$ cat src/rtl/wind_stats_pkg.sv
// Shared constants and state encoding for the wind statistics block.
// Optional gust-angle tracking is enabled with WIND_STATS_GUSTANGLE_EN.
package wind_stats_pkg;

    localparam int DW_DEF    = 16;
    localparam int WLMAX_DEF = 10;
    localparam int CW_DEF    = 16;
    localparam int SW_DEF    = DW_DEF + WLMAX_DEF;

    typedef enum logic {
        ST_IDLE = 1'b0,
        ST_ACC  = 1'b1
    } state_t;

endpackage

$ cat src/rtl/wind_stats_extreme.sv
// Running max/min tracker for one statistics window; the *_incl outputs already
// include the sample presented this cycle. Gust angle needs WIND_STATS_GUSTANGLE_EN.
module wind_stats_extreme
    import wind_stats_pkg::*;
#(
    parameter int DW = DW_DEF
) (
    input  logic          clock,
    input  logic          reset_n,
    input  logic          i_init,
    input  logic          i_strobe,
    input  logic [DW-1:0] i_value,
    input  logic [15:0]   i_angle,
    output logic [DW-1:0] o_max_incl,
    output logic [DW-1:0] o_min_incl,
    output logic [15:0]   o_angle_incl
);

    logic [DW-1:0] r_max;
    logic [DW-1:0] r_min;
    logic          w_max_upd;
    logic          w_min_upd;

    // Strict compares so the first occurrence of a tie is kept.
    assign w_max_upd = i_strobe && (i_value > r_max);
    assign w_min_upd = i_strobe && (i_value < r_min);

    // Combinational view of the extremes including the current sample
    always_comb begin
        o_max_incl = r_max;
        o_min_incl = r_min;
        if (w_max_upd) begin
            o_max_incl = i_value;
        end else begin
            o_max_incl = r_max;
        end
        if (w_min_upd) begin
            o_min_incl = i_value;
        end else begin
            o_min_incl = r_min;
        end
    end

    // Extreme registers; init restarts the window and wins over a sample
    always_ff @(posedge clock or negedge reset_n) begin
        if (!reset_n) begin
            r_max <= {DW{1'b0}};
            r_min <= {DW{1'b1}};
        end else if (i_init) begin
            r_max <= {DW{1'b0}};
            r_min <= {DW{1'b1}};
        end else begin
            if (w_max_upd) r_max <= i_value;
            if (w_min_upd) r_min <= i_value;
        end
    end

`ifdef WIND_STATS_GUSTANGLE_EN
    logic [15:0] r_angle;

    // Angle of the current maximum sample
    always_ff @(posedge clock or negedge reset_n) begin
        if (!reset_n) begin
            r_angle <= 16'h0000;
        end else if (i_init) begin
            r_angle <= 16'h0000;
        end else if (w_max_upd) begin
            r_angle <= i_angle;
        end
    end

    assign o_angle_incl = w_max_upd ? i_angle : r_angle;
`else
    logic w_unused_angle;
    assign w_unused_angle = ^i_angle;
    assign o_angle_incl   = 16'h0000;
`endif

endmodule

$ cat src/rtl/wind_stats.sv
// Windowed mean/gust/lull statistics over 2^winlen wind-speed samples.
// Define WIND_STATS_GUSTANGLE_EN to report the angle of the gust sample.
module wind_stats
    import wind_stats_pkg::*;
#(
    parameter int DW    = DW_DEF,
    parameter int WLMAX = WLMAX_DEF,
    parameter int CW    = CW_DEF
) (
    input  logic          clock,
    input  logic          reset_n,
    input  logic          enable,
    input  logic          clear,
    input  logic [3:0]    winlen,
    input  logic          newdata,
    input  logic [DW-1:0] mod,
    input  logic [15:0]   angle,
    output logic [DW-1:0] meanspd,
    output logic [DW-1:0] gust,
    output logic [DW-1:0] lull,
    output logic [15:0]   gustangle,
    output logic [CW-1:0] nwindows,
    output logic          statvalid
);

    localparam int SW   = DW + WLMAX;
    localparam int CNTW = WLMAX + 1;

    state_t          r_state;
    state_t          w_state_nxt;
    logic [SW-1:0]   r_sum;
    logic [CNTW-1:0] r_cnt;
    logic [3:0]      r_wl;

    logic [3:0]      w_wl_clamp;
    logic [CNTW-1:0] w_n_minus1;
    logic            w_acc_live;
    logic            w_sample;
    logic            w_complete;
    logic            w_init;
    logic            w_latch_wl;
    logic [SW-1:0]   w_sum_incl;
    logic [DW-1:0]   w_mean;
    logic [DW-1:0]   w_max_incl;
    logic [DW-1:0]   w_min_incl;
    logic [15:0]     w_angle_incl;

    assign w_wl_clamp = (winlen > 4'(WLMAX)) ? 4'(WLMAX) : winlen;
    assign w_n_minus1 = (CNTW'(1) << r_wl) - CNTW'(1);
    assign w_acc_live = (r_state == ST_ACC) && enable;
    assign w_sample   = w_acc_live && newdata && !clear;
    assign w_complete = w_sample && (r_cnt == w_n_minus1);
    // Accumulators restart while idle, on clear and at every window boundary.
    assign w_init     = !w_acc_live || clear || w_complete;
    assign w_latch_wl = ((r_state == ST_IDLE) && enable) || w_complete;
    assign w_sum_incl = r_sum + SW'(mod);
    assign w_mean     = DW'(w_sum_incl >> r_wl);

    // State register
    always_ff @(posedge clock or negedge reset_n) begin
        if (!reset_n) begin
            r_state <= ST_IDLE;
        end else begin
            r_state <= w_state_nxt;
        end
    end

    // Next-state logic: enable alone moves between IDLE and ACC
    always_comb begin
        w_state_nxt = r_state;
        case (r_state)
            ST_IDLE: begin
                if (enable) w_state_nxt = ST_ACC;
                else        w_state_nxt = ST_IDLE;
            end
            ST_ACC: begin
                if (!enable) w_state_nxt = ST_IDLE;
                else         w_state_nxt = ST_ACC;
            end
            default: w_state_nxt = ST_IDLE;
        endcase
    end

    // Sum, sample counter and latched window length
    always_ff @(posedge clock or negedge reset_n) begin
        if (!reset_n) begin
            r_sum <= {SW{1'b0}};
            r_cnt <= {CNTW{1'b0}};
            r_wl  <= 4'd0;
        end else begin
            if (w_init) begin
                r_sum <= {SW{1'b0}};
                r_cnt <= {CNTW{1'b0}};
            end else if (w_sample) begin
                r_sum <= w_sum_incl;
                r_cnt <= r_cnt + CNTW'(1);
            end
            if (w_latch_wl) r_wl <= w_wl_clamp;
        end
    end

    wind_stats_extreme #(
        .DW (DW)
    ) u_extreme (
        .clock        (clock),
        .reset_n      (reset_n),
        .i_init       (w_init),
        .i_strobe     (w_sample),
        .i_value      (mod),
        .i_angle      (angle),
        .o_max_incl   (w_max_incl),
        .o_min_incl   (w_min_incl),
        .o_angle_incl (w_angle_incl)
    );

    // Result snapshots, window counter and the one-cycle valid pulse
    always_ff @(posedge clock or negedge reset_n) begin
        if (!reset_n) begin
            meanspd   <= {DW{1'b0}};
            gust      <= {DW{1'b0}};
            lull      <= {DW{1'b0}};
            gustangle <= 16'h0000;
            nwindows  <= {CW{1'b0}};
            statvalid <= 1'b0;
        end else begin
            statvalid <= w_complete;
            if (w_complete) begin
                meanspd   <= w_mean;
                gust      <= w_max_incl;
                lull      <= w_min_incl;
                gustangle <= w_angle_incl;
            end
            if (clear) begin
                nwindows <= {CW{1'b0}};
            end else if (w_complete) begin
                nwindows <= nwindows + CW'(1);
            end
        end
    end

endmodule

$ cat config.mk
export PLATFORM = sky130hd
export DESIGN_NAME = wind_stats
export DESIGN_NICKNAME = d
export VERILOG_FILES = /design/src/rtl/wind_stats_pkg.sv /design/src/rtl/wind_stats_extreme.sv /design/src/rtl/wind_stats.sv
export SDC_FILE = /design/constraint.sdc
export NUM_CORES = 1
export LEC_CHECK = 0
export ABC_AREA = 0
export BUFFER_PORTS_ARGS = -buffer_cell sky130_fd_sc_hd__buf_2
export CAP_MARGIN = 10
export CORE_MARGIN = 3
export CORE_UTILIZATION = 40
export CTS_BUF_LIST = sky130_fd_sc_hd__clkbuf_8
export CTS_CLUSTER_DIAMETER = 80
export DETAILED_ROUTE_END_ITERATION = 16
export HOLD_SLACK_MARGIN = 0.1
export MAX_ROUTING_LAYER = met4
export PLACE_DENSITY = 0.61
export REMOVE_ABC_BUFFERS = 1
export SYNTH_ARGS = -nofsm -noshare
export SYNTH_HDL_FRONTEND = slang
export SYNTH_HIERARCHICAL = 1
export SYNTH_SLANG_ARGS = --single-unit
$ cat constraint.sdc
create_clock -name clock -period 5.3 [get_ports clock]
set_clock_uncertainty 0.1 [all_clocks]
set_input_delay 1.06 -clock clock [delete_from_list [all_inputs] [get_ports clock]]
set_output_delay 1.06 -clock clock [all_outputs]
set_load 0.05 [all_outputs]
==> key figures, run 1 <==
Run status
  • Status: completed

Detailed routing
  • Final WL: 30000 µm
  • WL/cell: 17.9 µm
  • DRT iter0 DRCs: 786
  • Via count: 9616
  • ANT nets after route: 0
  • Routed vias/inst: 5.72
  • DRT Pass-1 Iters: 6
  • DR DRC count: 0

Layout
  • Ant diodes: 0
  • Non-filler cells, final: 1681
  • Filler Cell Count: 2669
  • Cell area after layout: 0.0119 mm²
  • NumNets Final: 1425
  • Fin util: 45.1%
  • Area Overhead vs Synth: 9.45%
  • Share of cells above drive strength 1: 16.3%

Timing
  • Final Max Slew Viols: 0
  • Hold slack: 0.363 ns
  • Final TNS setup: 0 ns
  • Max Freq: 228 MHz
  • Slew @ Worst Pin: 1.26 ns
  • Final Hold Vio Count: 0
  • Relative slew slack: 15.6%
  • # setup viols final: 0
  • Final Cycle Share: 82.8%
  • Tmin final: 4.39 ns
  • Unrepaired setup endpoints after global routing: no

Placed design
  • Inst Count DP: 1649
  • Detailed placer's ending HPWL: 20900 µm
  • Placer Congestion: 0.934
  • Port Buffers: 105
  • Area of placed instances: 0.0115 mm²

Hold path
  • Min-delay src: gust[5]$_DFFE_PN0P_
  • Path category of the worst min-delay check: reg -> reg
  • Hold-critical path depth: 2
  • Hold Path End: gust[5]$_DFFE_PN0P_

Critical path
  • Crit-path cells: inv_2, nor2_1, nand2_1, ha_1, or4_1, a21oi_1, a31oi_1, xnor2_1, nor3_1, and2_2, buf_4, nand2_1, nand2_1
  • FF-to-FF path depth: 13
  • Most frequent CP cell: nand2_1
  • Crit path max-delay cell type: dfrtp_1
  • Slowest Stage Delay on Critical Path: 0.74 ns
  • Reg2reg end: lull[8]$_DFFE_PN0P_
  • Crit path max fanout: 48
  • Kind of critical path: reg -> reg
  • Kind of cell adding the most delay to the critical path: simple AND/OR/NAND/NOR gates
  • Worst EP required: 5.62 ns
  • Worst Setup End Kind: flop
  • Reg2reg start: r_wl[0]$_DFFE_PN0P_
  • Worst Setup Start Kind: flop
  • Reg-to-reg slack, setup: 0.91 ns
  • Buf/Inv on CP: 2
  • Arr. time, crit path: 4.70 ns

Clock tree
  • Post-CTS Resized: 0
  • Hold_buf cts: 0
  • TritonCTS Buffers: 17
  • Post-CTS Setup Repair Bufs: 0
  • Clk root buf: clkbuf_8
  • Clock transition at the registers of the reported paths: 0.09 ns
  • Max H-tree Level: 4
  • CTS Buffer Depth: 2
  • Clk_lat worst skew: 0.48 ns
  • CTS tree: yes
  • Clock sink count: 155

Logic synthesis
  • Simple-Gate Fraction of Synth Area: 18.4%
  • Share of the synthesized area in the top cell type: 32.0%
  • Unique cell type count in the Yosys netlist: 92
  • XOR/XNOR Fraction of Synth Area: 5.00%
  • Synth Area in Compound Gates: 25.2%
  • Warnings, synthesis: 6
  • Mapped Cells: 1271
  • Syn Std Cell Area: 0.0109 mm²
  • Avg Cell Area, Syn: 8.54 µm²
  • Most common cell in the netlist: nand2_1
  • Sequential share of the synthesized area: 35.9%
  • Mux cell area share after synthesis: 2.98%
  • Post-Synth Adder-Cell Area: 5.95%
  • Largest cells by area after synthesis: dfrtp_1 (32%), nand2_1 (7.9%), ha_1 (5.8%)
  • Seq cells post-synth: 155
  • FFs w/ async S/R, synth: 100%
  • Number of synthesized flops with an enable pin: 0
  • Largest family of logic cells by synthesized area: compound AO/OA/AOI/OAI gates
  • Synth Flop Type: dfrtp_1
  • Leading area contributor after synthesis: dfrtp_1
  • Most frequent cells after synthesis: nand2_1 (229), dfrtp_1 (139), nor2_1 (85)

Power and ir drop
  • Combinational Power Share: 19.6%
  • Internal power consumption: 1.71 mW
  • VDD IR-drop max: 0.129 mV
  • Power Dens Cells: 218 mW/mm²
  • Clk network pwr share: 33.8%
  • P_sw: 876 µW
  • Share of power burned in registers: 46.6%
  • Sw frac: 33.9%
  • Leakage: 5.48 nW

Global route
  • Vias in the first global route: 9117
  • GRT Total Usage: 21.2%
  • Initial antenna violation count: 0
  • First-pass GRT wire length: 48800 µm
  • GR Overflow Total: 0
  • Pin count of the biggest net entering global routing: 80

Floorplanning
  • Die Wd: 171 µm
  • Initial Utilization: 41.2%
  • Die area: 0.0292 mm²
  • Io pins: 122
  • Row count: 59
  • CORE AREA: 0.0264 mm²
  • Die H: 171 µm

Flow run
  • Max_cap viols: 0
tightest hold or removal path, cell delays in order (launching register included):
cell and delay, ns:
dfrtp_1 0.34, nand2_1 0.05, nand2_1 0.04
how the worst max path moves through the flow:
stage | depth (start not counted) | endpoint | startpoint
floorplan | 13 | r_cnt[0]$_DFFE_PN0P_ | r_wl[0]$_DFFE_PN0P_
global placement | 12 | meanspd[4]$_DFFE_PN0P_ | mod[0]
detailed placement | 11 | meanspd[4]$_DFFE_PN0P_ | mod[1]
CTS | 12 | lull[8]$_DFFE_PN0P_ | r_wl[1]$_DFFE_PN0P_
global route | 13 | lull[6]$_DFFE_PN0P_ | r_wl[0]$_DFFE_PN0P_
finish | 13 | lull[8]$_DFFE_PN0P_ | r_wl[0]$_DFFE_PN0P_
final cells by class:
cell class | count | area [µm²] | area share (%)
sequential | 155 | 3900 | 32.8
timing repair buffer | 125 | 694 | 5.84
tap | 335 | 419 | 3.53
inverter | 50 | 188 | 1.58
multi-input combinational | 984 | 6320 | 53.2
clock inverter | 14 | 118 | 0.990
clock buffer | 18 | 248 | 2.08
cells by family (layout without fill, tap and decap cells):
logic type | after synthesis | in the layout
adders and majority gates | 51 | 51
DFF | 155 | 155
other | 1 | 16
AOI/OAI and AO/OA | 383 | 383
xor gates and xnor gates | 62 | 62
muxes | 27 | 27
buffers and inverters | 147 | 207
and+or+nand+nor | 445 | 445
cells in the final DEF, fill, tap and decap left out, types with 15 or more instances in the layout:
cell,n
o311ai_0,18
inv_1,46
ha_1,50
clkbuf_8,18
a22o_1,16
nor2_1,85
buf_4,19
a211o_1,21
dfstp_2,16
dfrtp_1,139
a211oi_1,30
conb_1,16
a21o_1,24
a31oi_1,37
nand4_1,15
a21oi_1,69
nand2_1,228
o21ai_0,44
buf_2,104
xor2_1,27
xnor2_1,35
nor3_1,18
nand3_1,37
power groups by stage:
stage	clock [mW]	sequential, mW	combinational [mW]
after floorplan	0	1.25	0.305
after global placement	0	1.23	0.496
after detailed placement	0	1.23	0.500
after CTS	0.900	1.21	0.502
after global routing	0.943	1.21	0.556
final	0.873	1.21	0.507
state kept, by name, summed over array words and instances (netlist names), 11 cells and up:
| name | flops |
|---|---|
| r_sum | 26 |
| gust | 16 |
| gustangle | 16 |
| lull | 16 |
| meanspd | 16 |
| nwindows | 16 |
| u_extreme/r_max | 16 |
| u_extreme/r_min | 16 |
| r_cnt | 11 |
metrics by stage:
stage | power (mW) | setup slack (ns)
after CTS | 2.61 | 0.896
after floorplan | 1.55 | -1.79
final | 2.59 | 0.914
after global placement | 1.72 | 0.759
after detailed placement | 1.73 | 0.705
after global routing | 2.71 | 0.536
routing by layer:
metal  vias up  part of all wire (%)  GRT usage (%)
met3        36                   4.8           2.91
met1      4598                    47           29.5
met4         0                   1.4           4.94
li1       4698                     -              -
met5         -                     0              -
met2       284                    47           32.8
(Power assumes the default switching activity.)
==> run 2, diff against run 1 <==
Settings changed: PLACE_DENSITY 0.61 to 0.63.
Clock period 5.3 ns to 3.55 ns, I/O delays scaled along.
==> key figures, run 2 (synthesized netlist as in run 1, its figures left out) <==
Detailed routing
  • DR DRC count: 0
  • WL/cell: 17.4 µm
  • ANT nets after route: 0
  • Routed vias/inst: 5.64
  • DRT Pass-1 Iters: 5
  • Final WL: 31400 µm
  • DRT iter0 DRCs: 857
  • Via count: 10200

Global route
  • GRT Total Usage: 22.3%
  • Met2 GRT Util: 35.1%
  • Initial antenna violation count: 0
  • Pin count of the biggest net entering global routing: 75
  • Grt met1 use: 30.9%
  • Vias in the first global route: 9794
  • First-pass GRT wire length: 51400 µm
  • GR peak layer: met2
  • Met3 usage: 2.77%
  • GR Overflow Total: 0

Layout
  • Multi-input logic area: 0.00634 mm²
  • Most frequent cells in the layout: nand2_1 (228), dfrtp_1 (139), buf_4 (138), buf_2 (104), nor2_1 (84)
  • Register with the most flip-flops: r_sum
  • Ant diodes: 0
  • Register area: 0.00390 mm²
  • Area Overhead vs Synth: 18.8%
  • Share of cells above drive strength 1: 23.6%
  • Max FFs per register: 26
  • Most common cell after layout, fill and taps aside: nand2_1
  • Filler Cell Count: 2586
  • NumNets Final: 1548

Timing
  • Final Max Slew Viols: 0
  • Final TNS setup: 0 ns
  • Unrepaired setup endpoints after global routing: no
  • Slew @ Worst Pin: 0.728 ns
  • Final Hold Vio Count: 0
  • Relative slew slack: 51.5%
  • Hold slack: 0.167 ns
  • Tmin final: 3.35 ns
  • Final Cycle Share: 94.3%
  • Post-route setup slack: 0.202 ns
  • Max Freq: 299 MHz
  • # setup viols final: 0

Floorplanning
  • Row count: 59
  • CORE AREA: 0.0264 mm²
  • Die area: 0.0292 mm²
  • Io pins: 122
  • Die Wd: 171 µm
  • Initial Utilization: 41.2%
  • Die H: 171 µm

Placed design
  • Pre-CTS setup slack: -0.341 ns
  • Port Buffers: 105
  • Placer Congestion: 0.925
  • Detailed placer's ending HPWL: 23000 µm

Critical path
  • Kind of critical path: in -> reg
  • Slowest Stage Delay on Critical Path: 0.50 ns
  • Crit path max fanout: 4
  • Most frequent CP cell: a21oi_1
  • Arr. time, crit path: 3.63 ns
  • Crit path max-delay cell type: mux4_2
  • Worst Setup End Kind: flop
  • Worst Setup Start Kind: primary input
  • Crit-path cells: buf_2, ha_1, o211ai_1, o211ai_2, a21oi_2, buf_4, a21oi_1, o21ai_0, xnor2_1, a21oi_1, mux4_2, o31ai_2
  • Worst EP required: 3.83 ns

Power and ir drop
  • Leakage: 6.13 nW
  • Power Dens Cells: 322 mW/mm²
  • VDD IR-drop max: 0.166 mV

Run status
  • Status: completed

Flow run
  • Max_cap viols: 0

Clock tree
  • CTS Buffer Depth: 2
  • Max H-tree Level: 4
  • Clk_lat worst skew: 0.46 ns
  • Post-CTS Setup Repair Bufs: 0
  • CTS tree: yes
  • Clock sink count: 155
  • TritonCTS Buffers: 17
  • Clk root buf: clkbuf_8
  • Clock transition at the registers of the reported paths: 0.10 ns

Hold path
  • Path category of the worst min-delay check: in -> async
## run 2: power by group
part	total, mW	internal [mW]	switching [mW]
logic	0.905	0.362	0.543
clock network	1.45	0.654	0.800
registers	1.79	1.78	0.0107
## run 2: worst max-delay path: cells and delay by family
kind / cells / cell delay, ns
mux: 1 / 0.50
xor+xnor: 1 / 0.42
buf+inv: 2 / 0.30
compound gates: 7 / 1.35
fa+ha+maj: 1 / 0.35
## run 2: final cells by class
class / instances / area share [%]
well taps: 335 / 3.25
clock inverters: 15 / 1.39
repair buffers: 248 / 12.8
inverters: 50 / 1.45
flip-flops and latches: 155 / 30.2
clock buffers: 17 / 1.81
multi-input cells: 984 / 49.1
## run 2: final timing paths
kind | from | to | slack [ns] | cells after the start
max | mod[4] | meanspd[14]$_DFFE_PN0P_ | 0.20 | 12
min | reset_n | gust[13]$_DFFE_PN0P_ | 0.17 | 1
max reg2reg | r_sum[0]$_DFFE_PN0P_ | meanspd[11]$_DFFE_PN0P_ | 0.22 | 12
min reg2reg | gust[14]$_DFFE_PN0P_ | gust[14]$_DFFE_PN0P_ | 0.36 | 2
max in group asynchronous | reset_n | u_extreme/r_min[2]$_DFF_PN1_ | 2.26 | 2
min in group clock | enable | r_state$_DFF_PN0_ | 0.31 | 1
## run 2: layer usage
layer,vias to the layer above,wire length (µm),share of wire [%]
met1,4854,14900,48
met3,43,1550,4.9
met5,-,0,0
met4,0,477,1.5
met2,321,14500,46
li1,4950,-,-
## run 2: stage by stage
step / power, mW / instance area (µm²) / utilization [%] / cells
2_1_floorplan: 2.31 / 10400 / - / 1189
5_1_grt: 4.35 / 12900 / 49.0 / 1804
4_1_cts: 4.18 / 12900 / 48.8 / 1803
3_3_place_gp: 2.71 / 12500 / 47.3 / 1771
3_5_place_dp: 2.71 / 12500 / 47.3 / 1771
6_report: 4.15 / 12900 / 49.0 / 1804
## run 2: repair_timing
item                       in CTS  in global routing
gates resized for setup         0                  6
setup endpoints to repair       0                 50
hold buffers                    0                  0
